[src/rtl/col_drain_arbiter.sv]
// col_drain_arbiter: round-robin drain of COLS column controllers, ROWS words
// each, onto one registered valid/ready port. Optional tags: SYSTOLA_DRAIN_TAG_EN.
module col_drain_arbiter #(
    parameter int COLS     = 8,
    parameter int ROWS     = 8,
    parameter int OUTWIDTH = 32
) (
    input  logic                               clk,
    input  logic                               rst,
    input  logic                               start,
    input  logic                               abort,
    input  logic [COLS-1:0]                    col_rvalid,
    input  logic [COLS-1:0][OUTWIDTH-1:0]      col_r,
    output logic [COLS-1:0]                    col_read,
    output logic [OUTWIDTH-1:0]                out_data,
    output logic                               out_valid,
    input  logic                               out_ready,
    output logic                               out_last,
    output logic                               busy,
`ifdef SYSTOLA_DRAIN_TAG_EN
    output logic [$clog2(COLS)-1:0]            out_col,
    output logic [$clog2(ROWS)-1:0]            out_row,
`endif
    output logic                               done
);

    localparam int GW = (COLS > 1) ? $clog2(COLS) : 1;
    localparam int RW = (ROWS > 1) ? $clog2(ROWS) : 1;
    localparam int WW = $clog2(ROWS + 1);

    localparam logic [GW-1:0] GMAX  = GW'(COLS - 1);
    localparam logic [WW-1:0] WLAST = WW'(ROWS - 1);

    localparam logic [1:0] IDLE  = 2'd0;
    localparam logic [1:0] ARB   = 2'd1;
    localparam logic [1:0] BURST = 2'd2;
    localparam logic [1:0] FLUSH = 2'd3;

    logic [1:0]          state_q, state_d;
    logic [GW-1:0]       ptr_q, ptr_d;
    logic [GW-1:0]       g_q, g_d;
    logic [WW-1:0]       wc_q, wc_d;
    logic [COLS-1:0]     served_q, served_d;
    logic [OUTWIDTH-1:0] out_data_q, out_data_d;
    logic                out_valid_q, out_valid_d;
    logic                out_last_q, out_last_d;
`ifdef SYSTOLA_DRAIN_TAG_EN
    logic [GW-1:0]       out_col_q, out_col_d;
    logic [RW-1:0]       out_row_q, out_row_d;
`endif

    logic                arb_found;
    logic [GW-1:0]       arb_g;
    logic [GW-1:0]       arb_cand;
    logic                load;
    logic                accept;
    logic                last_row;
    logic [COLS-1:0]     served_after;

    function automatic logic [GW-1:0] rr_idx(input logic [GW-1:0] base,
                                             input int off);
        int s;
        s = int'(base) + off;
        if (s >= COLS) s = s - COLS;
        return GW'(s);
    endfunction

    // Round-robin search: first valid, unserved column at or after ptr.
    always_comb begin
        arb_found = 1'b0;
        arb_g     = '0;
        arb_cand  = '0;
        for (int i = 0; i < COLS; i++) begin
            arb_cand = rr_idx(ptr_q, i);
            if (!arb_found && col_rvalid[arb_cand] && !served_q[arb_cand]) begin
                arb_found = 1'b1;
                arb_g     = arb_cand;
            end
        end
    end

    assign accept       = out_valid_q && out_ready;
    assign load         = (state_q == BURST) && col_rvalid[g_q]
                          && (!out_valid_q || out_ready) && !abort;
    assign last_row     = (wc_q == WLAST);
    assign served_after = served_q | (COLS'(1) << g_q);

    // One-hot pop strobe follows the load decision in the same cycle.
    always_comb begin
        col_read = '0;
        if (load) col_read[g_q] = 1'b1;
    end

    // Next-state for the FSM, output register and drain bookkeeping.
    always_comb begin
        state_d     = state_q;
        ptr_d       = ptr_q;
        g_d         = g_q;
        wc_d        = wc_q;
        served_d    = served_q;
        out_data_d  = out_data_q;
        out_valid_d = out_valid_q;
        out_last_d  = out_last_q;
`ifdef SYSTOLA_DRAIN_TAG_EN
        out_col_d   = out_col_q;
        out_row_d   = out_row_q;
`endif
        if (load) begin
            out_data_d  = col_r[g_q];
            out_valid_d = 1'b1;
            out_last_d  = last_row && (&served_after);
`ifdef SYSTOLA_DRAIN_TAG_EN
            out_col_d   = g_q;
            out_row_d   = wc_q[RW-1:0];
`endif
        end else if (accept) begin
            out_valid_d = 1'b0;
            out_last_d  = 1'b0;
        end

        unique case (state_q)
            IDLE: begin
                if (start) begin
                    served_d = '0;
                    ptr_d    = '0;
                    state_d  = ARB;
                end
            end
            ARB: begin
                if (&served_q) begin
                    state_d = FLUSH;
                end else if (arb_found) begin
                    g_d     = arb_g;
                    wc_d    = '0;
                    state_d = BURST;
                end
            end
            BURST: begin
                if (load) begin
                    wc_d = wc_q + WW'(1);
                    if (last_row) begin
                        served_d = served_after;
                        ptr_d    = (g_q == GMAX) ? '0 : g_q + GW'(1);
                        state_d  = ARB;
                    end
                end
            end
            FLUSH: begin
                if (!out_valid_q || out_ready) state_d = IDLE;
            end
            default: state_d = IDLE;
        endcase

        if (abort) begin
            state_d     = IDLE;
            out_valid_d = 1'b0;
            out_last_d  = 1'b0;
            served_d    = '0;
        end
    end

    // State registers with asynchronous reset.
    always_ff @(posedge clk or posedge rst) begin
        if (rst) begin
            state_q     <= IDLE;
            ptr_q       <= '0;
            g_q         <= '0;
            wc_q        <= '0;
            served_q    <= '0;
            out_data_q  <= '0;
            out_valid_q <= 1'b0;
            out_last_q  <= 1'b0;
`ifdef SYSTOLA_DRAIN_TAG_EN
            out_col_q   <= '0;
            out_row_q   <= '0;
`endif
        end else begin
            state_q     <= state_d;
            ptr_q       <= ptr_d;
            g_q         <= g_d;
            wc_q        <= wc_d;
            served_q    <= served_d;
            out_data_q  <= out_data_d;
            out_valid_q <= out_valid_d;
            out_last_q  <= out_last_d;
`ifdef SYSTOLA_DRAIN_TAG_EN
            out_col_q   <= out_col_d;
            out_row_q   <= out_row_d;
`endif
        end
    end

    assign out_data  = out_data_q;
    assign out_valid = out_valid_q;
    assign out_last  = out_last_q;
    assign busy      = (state_q != IDLE);
    assign done      = (state_q == FLUSH) && (!out_valid_q || out_ready) && !abort;
`ifdef SYSTOLA_DRAIN_TAG_EN
    assign out_col   = out_col_q;
    assign out_row   = out_row_q;
`endif

endmodule

[config.mk]
export PLATFORM = sky130hd
export DESIGN_NAME = col_drain_arbiter
export DESIGN_NICKNAME = d
export VERILOG_FILES = /design/src/rtl/col_drain_arbiter.sv
export SDC_FILE = /design/constraint.sdc
export NUM_CORES = 1
export LEC_CHECK = 0
export ABC_AREA = 1
export BUFFER_PORTS_ARGS = -buffer_cell sky130_fd_sc_hd__buf_2
export CORE_AREA = 2 2 122 124
export CTS_CLUSTER_SIZE = 14
export DETAILED_ROUTE_END_ITERATION = 7
export DIE_AREA = 0 0 124 126
export PLACE_DENSITY = 0.71
export SLEW_MARGIN = 20
export SYNTH_ARGS = -nofsm -noshare
export SYNTH_HDL_FRONTEND = slang
export SYNTH_SLANG_ARGS = --single-unit
[constraint.sdc]
create_clock -name clk -period 4.1 [get_ports clk]
set_clock_uncertainty 0.2 [all_clocks]
set_input_delay 0.615 -clock clk [delete_from_list [all_inputs] [get_ports clk]]
set_output_delay 0.615 -clock clk [all_outputs]
set_load 0.01 [all_outputs]
==> results.md <==
- IO Port Bufs: 312
- Startpoint types: register
- Post_cts resized: 0
- Multi-input logic area: 0.003183 mm2
- Critical Path Most Common Cell: nand2_1
- End of the worst register-to-register path: wc_q[0]$_DFFE_PP0P_
- Total GRT Usage: 0.3114
- Cell area power density: 560.1 mW/mm2
- Die area: 0.01562 mm2
- Post-synthesis sequential area ratio: 0.2753
- Fin util: 0.4729
- Total CTS buffers: 5
- Combinational fraction of design power: 0.656
- Top cell type's share of synthesized area: 0.2753
- CTS tree: done
- Worst relative slew slack: 0.3895
- Outcome: finished clean
- Cell count after synthesis: 746
- Reg power frac: 0.234
- Setup TNS: 0 ns
- Dpl hpwl: 19.58 mm
- Per-cell routed wire length: 19.91 um
- Vias per cell: 5.512
- Initial antenna violation count: 7
- Clock Latency Late Sink: 0.29 ns
- Pin count of the biggest net entering global routing: 36
- Clk pwr share: 0.109
- Final hold violation count: 0
- Crit path from: g_q[0]$_DFFE_PP0P_
- Routed Antenna Nets: 0
- Residual DRC: 0
- Syn Std Cell Area: 0.004908 mm2
- Most frequent cells in the layout: buf_2 (312), nand2_1 (287), dfrtp_1 (54)
- # clock sinks: 54
- Worst Setup EP: col_read[2]
- Post-layout power: 3792 uW
- First-pass GRT wire length: 36.34 mm
- Crit. End Element: output pin
- Slowest cell on crit path: dfrtp_1
- Layout Area Growth over Synthesis: 37.90%
- Synth Flop Type: dfrtp_1
- WP data required: 3.28 ns
- Die width: 124 um
- CP max FO: 14
- Final setup fails: 0
- P_int: 1799 uW
- Worst endpoint data arrival time: 2.48 ns
- Number of synthesized flops with an enable pin: 0
- Register area: 0.001351 mm2
- Crit path cell chain: nand3_1 > inv_1 > nand2_1 > nand2_1 > a21oi_1 > nand4_1 > nand3_2 > nor4_1 > buf_2
- RSZ-0062 raised after global routing: no
- Critical path class: register to output pin
- Top cells by area, synth: dfrtp_1 (28%), nand2_1 (22%), a22oi_1 (6.6%), nand3_1 (5.3%), a221oi_1 (5.2%)
- Worst VDD drop: 247.4 uV
- Vias in the first global route: 6205
- Sw frac: 0.5255
- Worst-path clk slew: 0.07 ns
- Synthesized flop and latch total: 54
- Layout cell share with drive strength beyond 1: 0.3514
- Syn avg cell area: 6.580 um2
- Drt initial violations: 708
- Critical Path Max Stage Delay: 0.72 ns
- Worst min path class: input port to asynchronous set/reset pin
- Fmax: 303.5 MHz
- Post-CTS Hold Buffers: 0
- Yosys top cell by area: dfrtp_1
- Yosys warning count: 0
- Final WL: 24.38 mm
- Reg-to-Reg Start: ptr_q[0]$_DFFE_PP0P_
- Period minus WS final: 3.295 ns
- Standard-cell row count: 44
- Tcrit/Tclk final: 0.8037
- H-tree lvl count: 2
- Vias: 6747
- Final Hold Slack: 0.2745 ns
- Boundary Pins: 313
- Final Max Slew Viols: 0
- GP Congestion: 1.028
- Clock root cell: clkbuf_16
- Worst r2r path cells: 13
- DRT Pass-1 Iters: 6
- Core area: 0.01431 mm2
- Die Span Y: 126 um
- Most common library cell in the layout ignoring fill and taps: buf_2
- Post-CTS setup buffers: 0
- Net switching power: 1992 uW
- Max-capacitance violation count: 0
- Leakage: 0.003715 uW
- Synth unique cells: 41
- CTS max path bufs: 2
- R2R Setup Slk: 0.89 ns
- Synth Net Count: 1024
- Worst-margin pin slew: 0.9148 ns
- Final net count: 1314
- Filler Cells Inserted: 1535
- Ys async rst share: 1.000
- Initial Util: 0.3429
- Overflow after GRT: 0
==> stage by stage <==
| step | cells | area (um2) | setup slack [ns] |
|---|---|---|---|
| 6_report | 1224 | 6769 | 0.8047 |
| 5_1_grt | 1223 | 6766 | 0.6163 |
| 4_1_cts | 1220 | 6759 | 0.8121 |
| 3_5_place_dp | 1213 | 6626 | 0.9897 |
| 3_3_place_gp | 1213 | 6626 | 1.061 |
| 2_1_floorplan | 746 | 4908 | 1.327 |
==> cell usage after synthesis (2+ instances only) <==
cell / number
or2_2: 3
dfrtp_1: 54
buf_1: 2
o21ai_1: 9
clkbuf_1: 25
ha_1: 9
inv_2: 6
nand2_2: 2
nor4_1: 4
a221oi_1: 29
a31oi_1: 9
a21o_1: 8
nand2_1: 287
buf_6: 2
nor3_1: 6
a22oi_1: 43
a21oi_1: 8
nand3_2: 9
nor2_8: 2
a22o_1: 10
nand2_4: 2
nor2_1: 32
nand3_1: 52
nand4_1: 38
buf_2: 9
buf_4: 2
o21ai_0: 18
nor3_2: 2
inv_1: 52
==> registers in the layout, indices dropped and copies added, names as in the netlist <==
name,count
out_last,1
state_q,2
g_q,3
served_q,8
out_valid,1
wc_q,4
out_data,32
ptr_q,3
==> layer usage <==
metal	GRT usage	wire (um)
met5	0	32
met4	0.07931	618
met3	0.09964	2669
met2	0.5010	11630
met1	0.4035	9422
==> how the worst min path moves through the flow <==
stage | startpoint | cells past startpoint | endpoint | slack (ns)
5_1_grt | out_data[4]$_DFFE_PP0P_ | 1 | out_data[4]$_DFFE_PP0P_ | 0.30
4_1_cts | out_data[31]$_DFFE_PP0P_ | 1 | out_data[31]$_DFFE_PP0P_ | 0.28
2_1_floorplan | served_q[1]$_DFFE_PP0P_ | 2 | served_q[1]$_DFFE_PP0P_ | 0.27
6_report | rst | 2 | out_data[7]$_DFFE_PP0P_ | 0.27
3_5_place_dp | out_data[15]$_DFFE_PP0P_ | 2 | out_data[15]$_DFFE_PP0P_ | 0.26
3_3_place_gp | out_data[8]$_DFFE_PP0P_ | 1 | out_data[8]$_DFFE_PP0P_ | 0.26
==> power by group through the flow <==
stage,logic [uW],registers [uW],clock network [uW]
after floorplan,1610,881,0
after global placement,2460,884,0
after detailed placement,2450,887,0
after CTS,2460,882,423
after global routing,2740,913,441
final,2490,888,415
==> area by class of cell <==
type,count,area share
multi-input cells,594,0.4702
repair buffers,323,0.2429
flip-flops and latches,54,0.1996
well taps,184,0.03401
inverters,58,0.03216
clock buffers,7,0.01959
diodes,4,0.001479
==> logic make-up after synthesis <==
logic type               synth area share
buffers and inverters             0.08182
AND/OR/NAND/NOR                    0.4089
AO/OA/AOI/OAI                      0.2042
flip-flops                         0.2753
XOR/XNOR                         0.006884
adder cells (fa/ha/maj)           0.02294
==> critical path: cells and delay by family, from the launching register on <==
family,cells,cell delay (ns)
AOI/OAI and AO/OA,1,0.04
buffers and inverters,2,0.34
and+or+nand+nor,6,1.09
DFF,1,0.72
Note: power is estimated with default switching activity, not from simulation.
